**src/rtl/serial_subtractor_pkg.sv**
```systemverilog
// ---------------------------------------------------------------------------
// serial_subtractor_pkg
// Shared types and helpers for the bit-serial subtractor.
//   ss_state_t : controller states (IDLE, RUN, DONE)
//   cnt_width  : bit-counter width, max(1, $clog2(w))
// ---------------------------------------------------------------------------
package serial_subtractor_pkg;

    typedef enum logic [1:0] {
        IDLE = 2'd0,
        RUN  = 2'd1,
        DONE = 2'd2
    } ss_state_t;

    // A 1-bit operand still needs a 1-bit counter, hence the floor of 1.
    function automatic int cnt_width(input int w);
        return (w < 2) ? 1 : $clog2(w);
    endfunction

endpackage

```
**src/rtl/full_subtractor.sv**
```systemverilog
// ---------------------------------------------------------------------------
// full_subtractor
// Combinational one-bit subtractor cell: computes x - y - bin.
//   x    : minuend bit
//   y    : subtrahend bit
//   bin  : borrow-in
//   d    : difference bit
//   bout : borrow-out
// ---------------------------------------------------------------------------
module full_subtractor (
    input  logic x,
    input  logic y,
    input  logic bin,
    output logic d,
    output logic bout
);

    assign d    = x ^ y ^ bin;
    // Borrow when y beats x outright, or when they tie and a borrow is pending.
    assign bout = (~x & y) | (~(x ^ y) & bin);

endmodule

```
**src/rtl/serial_subtractor.sv**
```systemverilog
// ---------------------------------------------------------------------------
// serial_subtractor
// Bit-serial subtractor: diff = a - b - bin, one bit per clock, LSB first,
// with a valid/ready handshake on input and output.
//   clk       : rising-edge clock
//   rst       : synchronous active-low reset
//   in_valid  : operands a, b, bin presented
//   in_ready  : block can accept operands this cycle
//   a, b      : minuend / subtrahend (WIDTH bits)
//   bin       : borrow-in
//   out_valid : diff/bout/ovf hold a completed result
//   out_ready : downstream accepts the result
//   diff      : a - b - bin modulo 2^WIDTH
//   bout      : borrow-out (unsigned a < b + bin)
//   ovf       : two's-complement signed overflow
// ---------------------------------------------------------------------------
module serial_subtractor
    import serial_subtractor_pkg::*;
#(
    parameter int WIDTH = 8
) (
    input  logic             clk,
    input  logic             rst,
    input  logic             in_valid,
    output logic             in_ready,
    input  logic [WIDTH-1:0] a,
    input  logic [WIDTH-1:0] b,
    input  logic             bin,
    output logic             out_valid,
    input  logic             out_ready,
    output logic [WIDTH-1:0] diff,
    output logic             bout,
    output logic             ovf
);

    localparam int            CW       = cnt_width(WIDTH);
    localparam logic [CW-1:0] CNT_LAST = CW'(WIDTH - 1);

    ss_state_t        state_q;
    logic [CW-1:0]    cnt_q;
    logic [WIDTH-1:0] a_sh_q;
    logic [WIDTH-1:0] b_sh_q;
    logic [WIDTH-1:0] res_q;
    logic [WIDTH-1:0] res_d;
    logic             borrow_q;
    logic             borrow_d;
    logic             a_msb_q;
    logic             b_msb_q;
    logic             d_bit;

    full_subtractor u_cell (
        .x    (a_sh_q[0]),
        .y    (b_sh_q[0]),
        .bin  (borrow_q),
        .d    (d_bit),
        .bout (borrow_d)
    );

    // New difference bit enters at the MSB; after WIDTH shifts the LSB of the
    // first computed bit has walked down to position 0.
    assign res_d = WIDTH'({d_bit, res_q} >> 1);

    // Controller, borrow, result and captured sign bits.
    always_ff @(posedge clk) begin
        if (!rst) begin
            state_q  <= IDLE;
            cnt_q    <= '0;
            borrow_q <= 1'b0;
            res_q    <= '0;
            a_msb_q  <= 1'b0;
            b_msb_q  <= 1'b0;
        end else begin
            case (state_q)
                IDLE: begin
                    if (in_valid) begin
                        borrow_q <= bin;
                        cnt_q    <= '0;
                        a_msb_q  <= a[WIDTH-1];
                        b_msb_q  <= b[WIDTH-1];
                        state_q  <= RUN;
                    end
                end
                RUN: begin
                    res_q    <= res_d;
                    borrow_q <= borrow_d;
                    cnt_q    <= cnt_q + CW'(1);
                    if (cnt_q == CNT_LAST) begin
                        state_q <= DONE;
                    end
                end
                DONE: begin
                    if (out_ready) begin
                        state_q <= IDLE;
                    end
                end
                default: state_q <= IDLE;
            endcase
        end
    end

    // Operand shift registers carry pure data and need no reset.
    always_ff @(posedge clk) begin
        if (state_q == IDLE) begin
            if (in_valid) begin
                a_sh_q <= a;
                b_sh_q <= b;
            end
        end else if (state_q == RUN) begin
            a_sh_q <= a_sh_q >> 1;
            b_sh_q <= b_sh_q >> 1;
        end
    end

    // in_ready is gated by rst so nothing is accepted while reset is held.
    assign in_ready  = rst && (state_q == IDLE);
    assign out_valid = (state_q == DONE);
    assign diff      = res_q;
    assign bout      = borrow_q;
    // Overflow only possible when operand signs differ; then the result must
    // keep the minuend's sign.
    assign ovf       = (a_msb_q ^ b_msb_q) & (res_q[WIDTH-1] ^ a_msb_q);

endmodule

```
**config.mk**
```make
export PLATFORM = sky130hd
export DESIGN_NAME = serial_subtractor
export DESIGN_NICKNAME = d
export VERILOG_FILES = /design/src/rtl/serial_subtractor_pkg.sv /design/src/rtl/full_subtractor.sv /design/src/rtl/serial_subtractor.sv
export SDC_FILE = /design/constraint.sdc
export NUM_CORES = 1
export LEC_CHECK = 0
export ABC_CLOCK_PERIOD_IN_PS = 4100
export CORE_ASPECT_RATIO = 0.75
export CORE_MARGIN = 2
export CORE_UTILIZATION = 40
export DETAILED_ROUTE_END_ITERATION = 7
export PLACE_DENSITY = 0.77
export SETUP_SLACK_MARGIN = 0.05
export SLEW_MARGIN = 40
export SYNTH_ARGS = -nofsm -noshare
export SYNTH_HDL_FRONTEND = slang
export SYNTH_SLANG_ARGS = --single-unit
```
**constraint.sdc**
```tcl
create_clock -name clk -period 4.1 [get_ports clk]
set_input_delay 0.82 -clock clk [delete_from_list [all_inputs] [get_ports clk]]
set_output_delay 0.82 -clock clk [all_outputs]
set_load 0.005 [all_outputs]
```
# After elaboration in Yosys (flattened, before gate mapping)
# Cells that the tools add are included.
[classes] order_cmp=0 reduce_logical=6 multipliers=0 bitwise=10 muxes=14 n_addsub=1 eq_ne=6 div_mod_pow=0 shift=0
[op_table] op="$mux W8" count=6
[op_table] op="$mux W2" count=3
[op_table] op="$pmux W2 S3" count=1
[op_table] op="$pmux W3 S2" count=1
[op_table] op="$ne A2 B2 Y1 const B" count=2
[op_table] op="$reduce_and A2 Y1" count=2
[op_table] op="$xor A1 B1 Y1" count=4
[op_table] op="$add A3 B1 Y3 const B" count=1
[op_table] op="$and A1 B1 Y1" count=3
[op_table] op="$eq A3 B3 Y1 const B" count=1
[op_table] op="$mux W3" count=1
[op_table] op="$reduce_and A3 Y1" count=1
[op_table] op="$eq A2 B1 Y1 const B" count=1
[op_table] op="$eq A2 B2 Y1 const B" count=1
[op_table] op="$logic_not A2 Y1" count=1
[op_table] op="$ne A2 B1 Y1 const B" count=1
[op_table] op="$not A1 Y1" count=2
[op_table] op="$pmux W1 S2" count=1
[op_table] op="$reduce_bool A2 Y1" count=1
[op_table] op="$logic_and A1 B1 Y1" count=1
[op_table] op="$mux W1" count=1
[op_table] op="$or A1 B1 Y1" count=1
[totals] output_inout_bits=12 rom_bits=0 ram_bits=0 ff_bits=32 elab_cells=45 in_bits=21 memories=0 latchBits=0

# Logic depth before layout (Yosys ltp)
# Gate-level depths: netlist (run 1).
[logic_depth] ltp_word=5 ltp_mapped=5 depth_no_buf=5

# By module
# A second synthesis (run 1) with hierarchy kept.
[hier_totals] hier_cells=115 area_unflattened_um2=1427.6
[modules_own_cells] mod="serial_subtractor" area_each_um2=1396.3 seq_area_each_um2=800.8 cells_per_inst=111 instances=1
[modules_own_cells] mod="full_subtractor" area_each_um2=31.3 seq_area_each_um2=0.0 cells_per_inst=4 instances=1

# Worst setup path before layout (run 1)
# Ideal clock, no wire load.
[synth_timing] path_kind="input -> output" startpoint="input port rst" endpoint="output port in_ready" path_slack_ps=2123 cell_stages=2 t_arrival_ps=1157 required_ps=3280 path_cell_list="clkbuf_1 and2_1"
[synth_via] elab_chain_len=1
[synth_rtl] item="start, declared" line="serial_subtractor.sv:23" text="input logic rst,"
[synth_rtl] item="$logic_and A1 B1 Y1" line="serial_subtractor.sv:115" text="assign in_ready = rst && (state_q == IDLE);"
[synth_rtl] item="end, declared" line="serial_subtractor.sv:25" text="output logic in_ready,"
# Every way passes these cells.

# Worst setup path after layout (run 1)
# Ends and elaborated chain as after synthesis.

==> impl_summary.log, run 1 <==
INFO  metric postSynthCellCount = 113
INFO  metric num_rows = 18
INFO  metric cp-end-kind = output port
INFO  metric drcViolationCount = 0
INFO  metric buffer_ports.inserted = 32
INFO  metric worst_vdd_ir = 0.000202 V
INFO  metric timing_hold_violations_final = 0
INFO  metric critical_path_buf_inv_count = 2
INFO  metric fin_hold_ws = 0.461 ns
INFO  metric finClkSkew = a little over 0.003 ns
INFO  metric clkSinkCount = 32
INFO  metric holdBufCountCts = 0
INFO  metric die_area = 0.00406 mm2
INFO  metric width_of_the_die = around 73 um
INFO  metric static-leakage-power = 0.692 nW
INFO  metric synth.cell_area = 0.00143 mm2
INFO  metric cts_max_level = 2
INFO  metric floorplan.initialDensity = 42.5%
INFO  metric grt_antenna_before_repair = 0
INFO  metric cp_common_cell = sky130_fd_sc_hd__clkdlybuf4s50_1
INFO  metric detailedRoute.firstPassIterationCount = 2
INFO  metric final.setup.tns = 0 ns
INFO  metric critPathMaxStageDelay = 0.77 ns
INFO  metric post_drt_wl_per_cell = 13.6 um
INFO  metric grt.total_usage = 13.6%
INFO  metric cp_data_required_time = 3.28 ns
INFO  metric mostFrequentLayoutCells = sky130_fd_sc_hd__clkdlybuf4s50_1, sky130_fd_sc_hd__nand2_1, sky130_fd_sc_hd__dfxtp_1, sky130_fd_sc_hd__edfxtp_1
INFO  metric antenna_left = 0
INFO  metric detailedRoute.firstIterationViolations = 19
INFO  metric ctsLongestPathBuffers = 2
INFO  metric grt_setup_unrepaired = no
INFO  metric cellPowerDensity = approximately 370 mW/mm2
INFO  metric cts_tree = yes
INFO  metric final_nets = 171
INFO  metric grt_pass1_wl = 4.22 mm
INFO  metric critical_path.cell_chain = clkdlybuf4s50_1 > and2_1 > clkdlybuf4s50_1
INFO  metric final-max-slew-violation-count = 0
INFO  metric share_of_layout_cells_above_drive_strength_1 = 14.9%
INFO  metric dp_hpwl = 1.88 mm
INFO  metric overflow = 0
INFO  metric slew_worst_pin = 0.777 ns
INFO  metric finalWeightedCongestion = just over 0.7
INFO  metric ys_types = 26
INFO  metric max_slew_margin = between 40% and 50%
INFO  metric core_outline_area = 0.00336 mm2
INFO  metric run_status = finished, final reports clean
INFO  metric clkSlewWorstSetupHoldPaths = about 0.06 ns
INFO  metric areaGrowthSynthToFinish = 29.1%
INFO  metric critPathKind = primary input to output port
INFO  metric cts.repair_timing.setup_buffer_count = 0
INFO  metric crit_path_top_delay_cell = sky130_fd_sc_hd__clkdlybuf4s50_1
INFO  metric detailedPlace.worstSlack = slightly above 1 ns
INFO  metric synth.yosys.warnings = 0
INFO  metric via_count = 911
INFO  metric postLayoutSetupSlackWorst = 0.987 ns
INFO  metric finalWirelength = 2.55 mm
INFO  metric achievable-frequency = 0.321 GHz
INFO  metric chipHeight = 55.7 um
INFO  metric hp-class = flop to flop
INFO  metric fillCellCount = around 280
INFO  metric critical_path.startpoint_type = primary input
INFO  metric setup_viol = 0
INFO  metric grt_pass1_vias = 918
INFO  metric largest_net_degree_at_the_start_of_global_routing = 18
INFO  metric ys_seq_elements = 32
INFO  metric final.min_clock_period = 3.11 ns
INFO  metric synth.yosys.seq_area_share = 56.1%
INFO  metric timing.critical_path.fanout_max = 17
INFO  metric post-route-util = a little over half
INFO  metric clk_root_buffer_cell = sky130_fd_sc_hd__clkbuf_8
INFO  metric crit_family = buffers and inverters
INFO  metric cts_made_buffers = 5
INFO  metric diodes = 0
INFO  metric final_common_cell = sky130_fd_sc_hd__clkdlybuf4s50_1
INFO  metric arrival_time_of_the_worst_setup_path = around 2.3 ns
INFO  metric clock_latency = 0.27 ns
INFO  metric min_period_over_period = 75.9%
INFO  metric ioPinCount = 33
INFO  metric synth.avg_cell_area = 12.6 um2
INFO  metric synth_nets = 137
INFO  metric post_cts.resized_instances = 0
INFO  metric vias_per_cell = 4.85
INFO  metric max-cap-violations = 0
-- worst paths after layout --
kind	from	to	slack (ns)	cells after the start
max	rst	in_ready	0.99	3
max reg2reg	state_q[0]$_SDFFE_PN0P_	a_sh_q[0]$_DFFE_PP_	2.51	2
min reg2reg	diff[0]$_SDFFE_PN0N_	diff[0]$_SDFFE_PN0N_	0.46	2
min	diff[0]$_SDFFE_PN0N_	diff[0]$_SDFFE_PN0N_	0.46	2
-- worst register-to-register path: cells and delay by family, from the launching register on --
kind / cells / cell delay [ns]
AO/OA/AOI/OAI: 1 / 0.23
buffers and inverters: 1 / 0.50
flip-flops: 1 / 0.50
-- area by class of cell --
class | count | area (um2) | share of cell area [%]
clock buffers | 7 | 76.3 | 4.14
well taps | 40 | 50.0 | 2.72
multi-input cells | 69 | 564 | 30.6
repair buffers | 32 | 320 | 17.4
flip-flops and latches | 32 | 801 | 43.5
inverters | 7 | 26.3 | 1.43
clock inverters | 1 | 3.75 | 0.204
-- state kept, by name, summed over array words and instances (netlist names) --
| signal | flops |
|---|---|
| a_sh_q | 8 |
| b_sh_q | 8 |
| diff | 8 |
| cnt_q | 3 |
| state_q | 2 |
| a_msb_q | 1 |
| b_msb_q | 1 |
| bout | 1 |
-- per-stage QoR --
step | total power, W | cells | area [um2]
after CTS | 0.000690 | 188 | 1840
after global placement | 0.000463 | 180 | 1760
final | 0.000683 | 188 | 1840
after global routing | 0.000712 | 188 | 1840
after detailed placement | 0.000467 | 180 | 1760
after floorplan | 0.000430 | 113 | 1430
-- cell usage after synthesis --
cell | count | share of area (%)
sky130_fd_sc_hd__ha_1 | 2 | 1.8
sky130_fd_sc_hd__fa_1 | 1 | 1.4
sky130_fd_sc_hd__a221oi_2 | 1 | 1.1
sky130_fd_sc_hd__dfxtp_1 | 16 | 22
sky130_fd_sc_hd__nor3b_2 | 1 | 0.88
sky130_fd_sc_hd__o21bai_1 | 1 | 0.53
sky130_fd_sc_hd__and2_1 | 3 | 1.3
sky130_fd_sc_hd__mux2_4 | 7 | 7.4
sky130_fd_sc_hd__buf_6 | 1 | 0.79
sky130_fd_sc_hd__inv_1 | 7 | 1.8
sky130_fd_sc_hd__nor3b_1 | 1 | 0.53
sky130_fd_sc_hd__mux2_2 | 7 | 5.5
sky130_fd_sc_hd__nor2_4 | 1 | 0.79
sky130_fd_sc_hd__clkbuf_1 | 1 | 0.26
sky130_fd_sc_hd__nor2b_1 | 8 | 3.5
sky130_fd_sc_hd__a22oi_1 | 3 | 1.6
sky130_fd_sc_hd__nand3b_1 | 1 | 0.53
sky130_fd_sc_hd__o21ai_0 | 1 | 0.35
sky130_fd_sc_hd__buf_4 | 2 | 1.1
sky130_fd_sc_hd__edfxtp_1 | 16 | 34
sky130_fd_sc_hd__buf_2 | 1 | 0.35
sky130_fd_sc_hd__mux2i_1 | 4 | 2.8
sky130_fd_sc_hd__a21boi_1 | 8 | 4.2
sky130_fd_sc_hd__nand2b_1 | 2 | 0.88
sky130_fd_sc_hd__o21ai_1 | 1 | 0.35
sky130_fd_sc_hd__nand2_1 | 16 | 4.2
-- cells by family after synthesis --
| group | Yosys count | share of synthesized area (%) |
|---|---|---|
| AO/OA/AOI/OAI | 15 | 8.07 |
| flip-flops | 32 | 56.1 |
| AND/OR/NAND/NOR | 33 | 12.6 |
| adder cells (fa/ha/maj) | 3 | 3.16 |
| buffers and inverters | 12 | 4.30 |
| multiplexers | 18 | 15.7 |
-- routing by layer --
metal | track usage (%) | share of wire (%) | vias to the layer above
met5 | 0 | 0 | -
met4 | 4.76 | 0.51 | 0
met3 | 4.17 | 5.2 | 3
met2 | 19.9 | 46 | 21
met1 | 19.2 | 48 | 430
li1 | - | - | 457
-- power by group --
group | total, W | internal, W | leakage, nW | switching, W
logic | 0.0000867 | 0.0000531 | 0.360 | 0.0000336
registers | 0.000373 | 0.000362 | 0.292 | 0.0000105
clock network | 0.000223 | 0.000118 | 0.0399 | 0.000105
Power figures use the tool's default switching activity.
==> run 2, diff against run 1 <==
Settings changed: ABC_CLOCK_PERIOD_IN_PS 4100 to 2930.
Clock period 4.1 ns to 2.93 ns, I/O delays scaled along.
==> run 2 against run 1 <==
Clock skew is 0.0061 ns higher. Setup slack got worse by 0.36 ns. Total power increased by 40%. Final cell count increased by 1.1%. Final area rose by 1.0%. Sequential power is 40% higher. Combinational power increased by 41%. Count of clock-buffer cells in the layout is the same. Hold slack worse by 0.0027 ns. Register-to-register slack got worse by 1.2 ns. Flip-flop and latch count unchanged. Wire length about the same. Largest power group unchanged.
==> impl_summary.log, run 2 (synthesized netlist as in run 1, its figures left out) <==
INFO  metric clkSinkCount = 32 (unchanged)
INFO  metric finClkSkew = 0.00914 ns (+0.00611 ns)
INFO  metric cp_data_required_time = 2.34 ns (-0.94 ns)
INFO  metric cts_max_level = 2 (unchanged)
INFO  metric ioPinCount = 33 (unchanged)
INFO  metric clk_root_buffer_cell = sky130_fd_sc_hd__clkbuf_8
INFO  metric chipHeight = 55.7 um (unchanged)
INFO  metric arrival_time_of_the_worst_setup_path = 1.72 ns (-0.57 ns)
INFO  metric achievable-frequency = 0.434 GHz
INFO  metric timing_hold_violations_final = 0 (unchanged)
INFO  metric finalWirelength = 2.56 mm (about the same)
INFO  metric final.min_clock_period = around 2.3 ns
INFO  metric largest_net_degree_at_the_start_of_global_routing = 17 (-1)
INFO  metric final-seq-area = 801 um2 (unchanged)
INFO  metric diodes = 0 (unchanged)
INFO  metric holdBufCountCts = 0 (unchanged)
INFO  metric overflow = 0 (unchanged)
INFO  metric vias_per_cell = 4.81 (-0.73%)
INFO  metric post_drt_wl_per_cell = 13.4 um (-0.98%)
INFO  metric grt_antenna_before_repair = 0 (unchanged)
INFO  metric core_outline_area = 0.00336 mm2 (unchanged)
INFO  metric final_cell_area = 0.00186 mm2 (+1.0%)
INFO  metric timing.critical_path.fanout_max = 2 (-15)
INFO  metric finalWeightedCongestion = 0.678 (-5.3%)
INFO  metric cts_tree = yes
INFO  metric grt.total_usage = 14.0% (+0.38 points)
INFO  metric share_of_layout_cells_above_drive_strength_1 = 17.3% (+2.5 points)
INFO  metric static-leakage-power = 0.704 nW (+1.8%)
INFO  metric antenna_left = 0 (unchanged)
INFO  metric hp-class = flop to flop
INFO  metric max_slew_margin = 59.1% (+11 points)
INFO  metric final_nets = 173 (+1.2%)
INFO  metric die_area = 0.00406 mm2 (unchanged)
INFO  metric final-max-slew-violation-count = 0 (unchanged)
INFO  metric worst_vdd_ir = 0.000266 V (+32%)
INFO  metric cp-end-kind = output port
INFO  metric critical_path.startpoint_type = primary input
INFO  metric min_period_over_period = between 70 and 80%
INFO  metric critPathKind = primary input to output port
INFO  metric run_status = finished, final reports clean
INFO  metric fin_hold_ws = 0.458 ns (-0.00273 ns)
INFO  metric mostFrequentLayoutCells = sky130_fd_sc_hd__clkdlybuf4s50_1, sky130_fd_sc_hd__nand2_1, sky130_fd_sc_hd__dfxtp_1, sky130_fd_sc_hd__edfxtp_1, sky130_fd_sc_hd__a21boi_1
INFO  metric clock_latency = 0.28 ns (about the same)
INFO  metric ctsLongestPathBuffers = 2 (unchanged)
INFO  metric multi_input_comb_area = 567 um2 (+0.44%)
INFO  metric areaGrowthSynthToFinish = 30.4%
INFO  metric hold_path_startpoint = diff[0]$_SDFFE_PN0N_
INFO  metric cts_made_buffers = 5 (unchanged)
INFO  metric cp-startpoint = rst
INFO  metric setup_viol = 0 (unchanged)
INFO  metric buffer_ports.inserted = 32 (unchanged)
INFO  metric fillCellCount = 275 (unchanged)
INFO  metric dp_hpwl = 1.89 mm (+0.12%)
INFO  metric final.setup.tns = 0 ns (unchanged)
INFO  metric final_common_cell = sky130_fd_sc_hd__clkdlybuf4s50_1
INFO  metric grt_pass1_wl = 4.26 mm (+0.99%)
INFO  metric floorplan.initialDensity = 42.5% (unchanged)
INFO  metric max-cap-violations = 0 (unchanged)
INFO  metric drcViolationCount = 0 (unchanged)
INFO  metric post_dp_cell_area = 0.00178 mm2 (+0.85%)
INFO  metric detailedRoute.firstIterationViolations = 11 (-8)
INFO  metric cellPowerDensity = 515 mW/mm2 (+39%)
INFO  metric width_of_the_die = 73.0 um (unchanged)
INFO  metric slew_worst_pin = 0.612 ns (-0.165 ns)
INFO  metric detailedRoute.firstPassIterationCount = 4 (+2)
INFO  metric grt_pass1_vias = 913 (-0.54%)
INFO  metric via_count = 914 (+0.33%)
INFO  metric clkSlewWorstSetupHoldPaths = 0.06 ns (about the same)
INFO  metric post_cts.resized_instances = 0 (unchanged)
INFO  metric regToRegStartpoint = state_q[0]$_SDFFE_PN0P_
INFO  metric num_rows = 18 (unchanged)
INFO  metric cts.repair_timing.setup_buffer_count = 0 (unchanged)
INFO  metric grt_setup_unrepaired = no
run 2: cell count changes in the layout (fill, tap and decap cells not counted), sizes merged:
| cell | change |
|---|---|
| buf | +2 |
run 2: worst max-delay path, cell delays in order:
cell                              delay (ns)
sky130_fd_sc_hd__clkdlybuf4s50_1        0.48
sky130_fd_sc_hd__and2_1                 0.14
sky130_fd_sc_hd__clkdlybuf4s50_1        0.51
run 2: through the flow:
step,total power (W),util [%],std cells,setup WS (ns)
3_3_place_gp,0.000651,52.9,182,0.640
5_1_grt,0.00101,55.4,190,0.596
4_1_cts,0.000975,55.4,190,0.627
2_1_floorplan,0.000601,-,113,1.42
3_5_place_dp,0.000655,52.9,182,0.639
6_report,0.000958,55.4,190,0.628
run 2: routing by layer:
layer | track usage (%) | up-vias | part of all wire, %
met2 | 20.9 | 24 | 46
li1 | - | 461 | -
met3 | 6.70 | 3 | 6.3
met1 | 18.2 | 426 | 47
met4 | 3.97 | 0 | 0.82
met5 | 0 | - | 0
run 2: final timing paths:
| kind | endpoint | slack, ns | cells past startpoint |
|---|---|---|---|
| max reg2reg | b_sh_q[5]$_DFFE_PP_ | 1.29 | 2 |
| max | in_ready | 0.63 | 3 |
| min reg2reg | diff[0]$_SDFFE_PN0N_ | 0.46 | 2 |
| min | diff[0]$_SDFFE_PN0N_ | 0.46 | 2 |
run 2: cell type report:
type                       instances  area share, %
sequential                        32           43.0
multi-input combinational         69           30.5
timing repair buffer              34           18.0
clock buffer                       7           4.10
tap                               40           2.69
inverter                           7           1.41
clock inverter                     1          0.269
run 2: report_power, final:
group	switching [W]	internal (W)	total [W]
clock	0.000148	0.000166	0.000314
combinational	0.0000465	0.0000760	0.000122
sequential	0.0000146	0.000507	0.000522
==> run 3, diff against run 2 <==
Settings changed: ABC_CLOCK_PERIOD_IN_PS 2930 to 2400.
Clock period 2.93 ns to 2.4 ns, I/O delays scaled along.
==> run 3 against run 2 <==
Core utilization grew 0.48 points. Register-to-register slack got worse by 0.42 ns. Setup slack worse by 0.30 ns. Combinational power grew 27%. Total power up 26%. Flip-flop and latch count did not move. First-iteration DRC count grew to 2.5 times the previous value. Die area unchanged.
==> impl_summary.log, run 3 (synthesized netlist as in run 1, its figures left out) <==
INFO  metric vias_per_cell = 4.95 (+2.9%)
INFO  metric drcViolationCount = 0 (unchanged)
INFO  metric dp_hpwl = 1.98 mm (+4.9%)
INFO  metric mostFrequentLayoutCells = sky130_fd_sc_hd__clkdlybuf4s50_1, sky130_fd_sc_hd__nand2_1, sky130_fd_sc_hd__dfxtp_1, sky130_fd_sc_hd__edfxtp_1, sky130_fd_sc_hd__a21boi_1
INFO  metric diodes = 0 (unchanged)
INFO  metric largest_net_degree_at_the_start_of_global_routing = 17 (unchanged)
INFO  metric antenna_left = 0 (unchanged)
INFO  metric cts_made_buffers = 5 (unchanged)
INFO  metric cellPowerDensity = 645 mW/mm2 (+25%)
INFO  metric final-seq-area = 801 um2 (unchanged)
INFO  metric areaGrowthSynthToFinish = 31.6%
INFO  metric slew_worst_pin = 0.635 ns (+0.0225 ns)
INFO  metric cts.repair_timing.setup_buffer_count = 0 (unchanged)
INFO  metric via_count = 945 (+3.4%)
INFO  metric worst_vdd_ir = 0.000432 V (+62%)
INFO  metric final.setup.tns = 0 ns (unchanged)
INFO  metric final.min_clock_period = 2.08 ns
INFO  metric grt.total_usage = 15.2% (+1.1 points)
INFO  metric crit_path_top_delay_cell = sky130_fd_sc_hd__clkdlybuf4s50_1
INFO  metric timing.critical_path.fanout_max = 2 (unchanged)
INFO  metric grt_pass1_vias = 989 (+8.3%)
INFO  metric max_slew_margin = 57.6% (-1.5 points)
INFO  metric min_period_over_period = between 80% and 90%
INFO  metric detailedRoute.firstIterationViolations = 28 (+17)
INFO  metric cp_common_cell = sky130_fd_sc_hd__clkdlybuf4s50_1
INFO  metric achievable-frequency = 0.482 GHz
INFO  metric die_area = 0.00406 mm2 (unchanged)
INFO  metric finClkSkew = 0.00780 ns (-0.00135 ns)
INFO  metric buffer_ports.inserted = 32 (unchanged)
INFO  metric grt_antenna_before_repair = 0 (unchanged)
INFO  metric overflow = 0 (unchanged)
INFO  metric critical_path.startpoint_type = primary input
INFO  metric ioPinCount = 33 (unchanged)
INFO  metric clkSlewWorstSetupHoldPaths = 0.07 ns (about the same)
INFO  metric hp-class = flop to flop
INFO  metric timing_hold_violations_final = 0 (unchanged)
INFO  metric power.share.clock = 34.4% (+1.6 points)
INFO  metric sw_frac_of_total = 21.7% (-0.10 points)
INFO  metric share_of_layout_cells_above_drive_strength_1 = 17.9% (+0.55 points)
INFO  metric clkSinkCount = 32 (unchanged)
INFO  metric final_common_cell = sky130_fd_sc_hd__clkdlybuf4s50_1
INFO  metric final_nets = 174 (+0.58%)
INFO  metric max-cap-violations = 0 (unchanged)
INFO  metric final-max-slew-violation-count = 0 (unchanged)
INFO  metric cp-end-kind = output port
INFO  metric setup_viol = 0 (unchanged)
INFO  metric post_cts.resized_instances = 0 (unchanged)
INFO  metric clk_root_buffer_cell = sky130_fd_sc_hd__clkbuf_8
INFO  metric cp_data_required_time = 1.92 ns (-0.42 ns)
INFO  metric grt_pass1_wl = 4.53 mm (+6.3%)
INFO  metric critPathKind = primary input to output port
INFO  metric ctsLongestPathBuffers = 2 (unchanged)
INFO  metric critPathMaxStageDelay = 0.50 ns (about the same)
INFO  metric post_drt_wl_per_cell = 14.4 um (+6.7%)
INFO  metric chipHeight = 55.7 um (unchanged)
INFO  metric critical_path.cell_chain = clkdlybuf4s50_1 > and2_1 > clkdlybuf4s50_1
INFO  metric power_switching = 0.000263 W (+26%)
INFO  metric clock_latency = 0.28 ns (about the same)
INFO  metric width_of_the_die = 73.0 um (unchanged)
INFO  metric run_status = finished, final reports clean
INFO  metric floorplan.initialDensity = 42.5% (unchanged)
INFO  metric cell_internal_pwr = 0.000947 W (+26%)
INFO  metric finalWirelength = 2.74 mm (+7.3%)
INFO  metric post-route-util = 55.9% (+0.48 points)
INFO  metric multi_input_comb_area = 567 um2 (unchanged)
INFO  metric cts_tree = yes
INFO  metric sequentialPowerShare = 52.7% (-1.7 points)
INFO  metric fillCellCount = 276 (+0.36%)
INFO  metric static-leakage-power = 0.713 nW (+1.2%)
INFO  metric finalWeightedCongestion = 0.705 (+4.1%)
INFO  metric detailedRoute.firstPassIterationCount = 4 (unchanged)
INFO  metric cts_max_level = 2 (unchanged)
INFO  metric p_comb_share = 12.8% (about the same)
INFO  metric num_rows = 18 (unchanged)
INFO  metric arrival_time_of_the_worst_setup_path = 1.60 ns (-0.12 ns)
INFO  metric core_outline_area = 0.00336 mm2 (unchanged)
INFO  metric holdBufCountCts = 0 (unchanged)
INFO  metric grt_setup_unrepaired = no
==> run 3: metal layers <==
layer,share of wire [%],vias up,track usage (%)
li1,-,463,-
met1,46,453,19.4
met2,46,26,22.7
met3,6.9,3,7.61
met4,1.1,0,3.97
met5,0,-,0
==> run 3: path summary, 6_finish.rpt <==
| kind | end | cells after the start | from | slack (ns) |
|---|---|---|---|---|
| worst max-delay path | in_ready | 3 | rst | 0.32 |
| worst min-delay path | diff[2]$_SDFFE_PN0N_ | 2 | diff[3]$_SDFFE_PN0N_ | 0.46 |
| worst min register to register | diff[2]$_SDFFE_PN0N_ | 2 | diff[3]$_SDFFE_PN0N_ | 0.46 |
| worst max register to register | a_sh_q[5]$_DFFE_PP_ | 2 | state_q[0]$_SDFFE_PN0P_ | 0.87 |
==> run 3: area by class of cell <==
| cell class | instances | area share (%) |
|---|---|---|
| sequential | 32 | 42.7 |
| multi-input combinational | 69 | 30.2 |
| timing repair buffer | 35 | 18.3 |
| clock buffer | 8 | 4.80 |
| tap | 40 | 2.67 |
| inverter | 7 | 1.40 |
==> run 3: power groups by stage <==
stage	logic, W	registers, W	clock network, W
final	0.000155	0.000638	0.000417
after global routing	0.000170	0.000642	0.000456
after CTS	0.000157	0.000638	0.000426
after detailed placement	0.000155	0.000650	0
after global placement	0.000150	0.000647	0
after floorplan	0.0000928	0.000641	0
==> run 3: worst max-delay path, delay by kind of cell <==
kind | cells | cell delay, ns
buffers and inverters | 2 | 0.98
and+or+nand+nor | 1 | 0.13
==> run 3: through the flow <==
step / total power [W] / hold WS [ns] / instance area (um2) / worst slack (ns) / std cells
floorplan: 0.000734 / 0.451 / 1430 / 1.00 / 113
global placement: 0.000797 / 0.443 / 1780 / 0.323 / 183
detailed placement: 0.000805 / 0.464 / 1780 / 0.337 / 183
CTS: 0.00122 / 0.468 / 1870 / 0.316 / 191
global route: 0.00127 / 0.487 / 1880 / 0.290 / 191
finish: 0.00121 / 0.463 / 1880 / 0.325 / 191
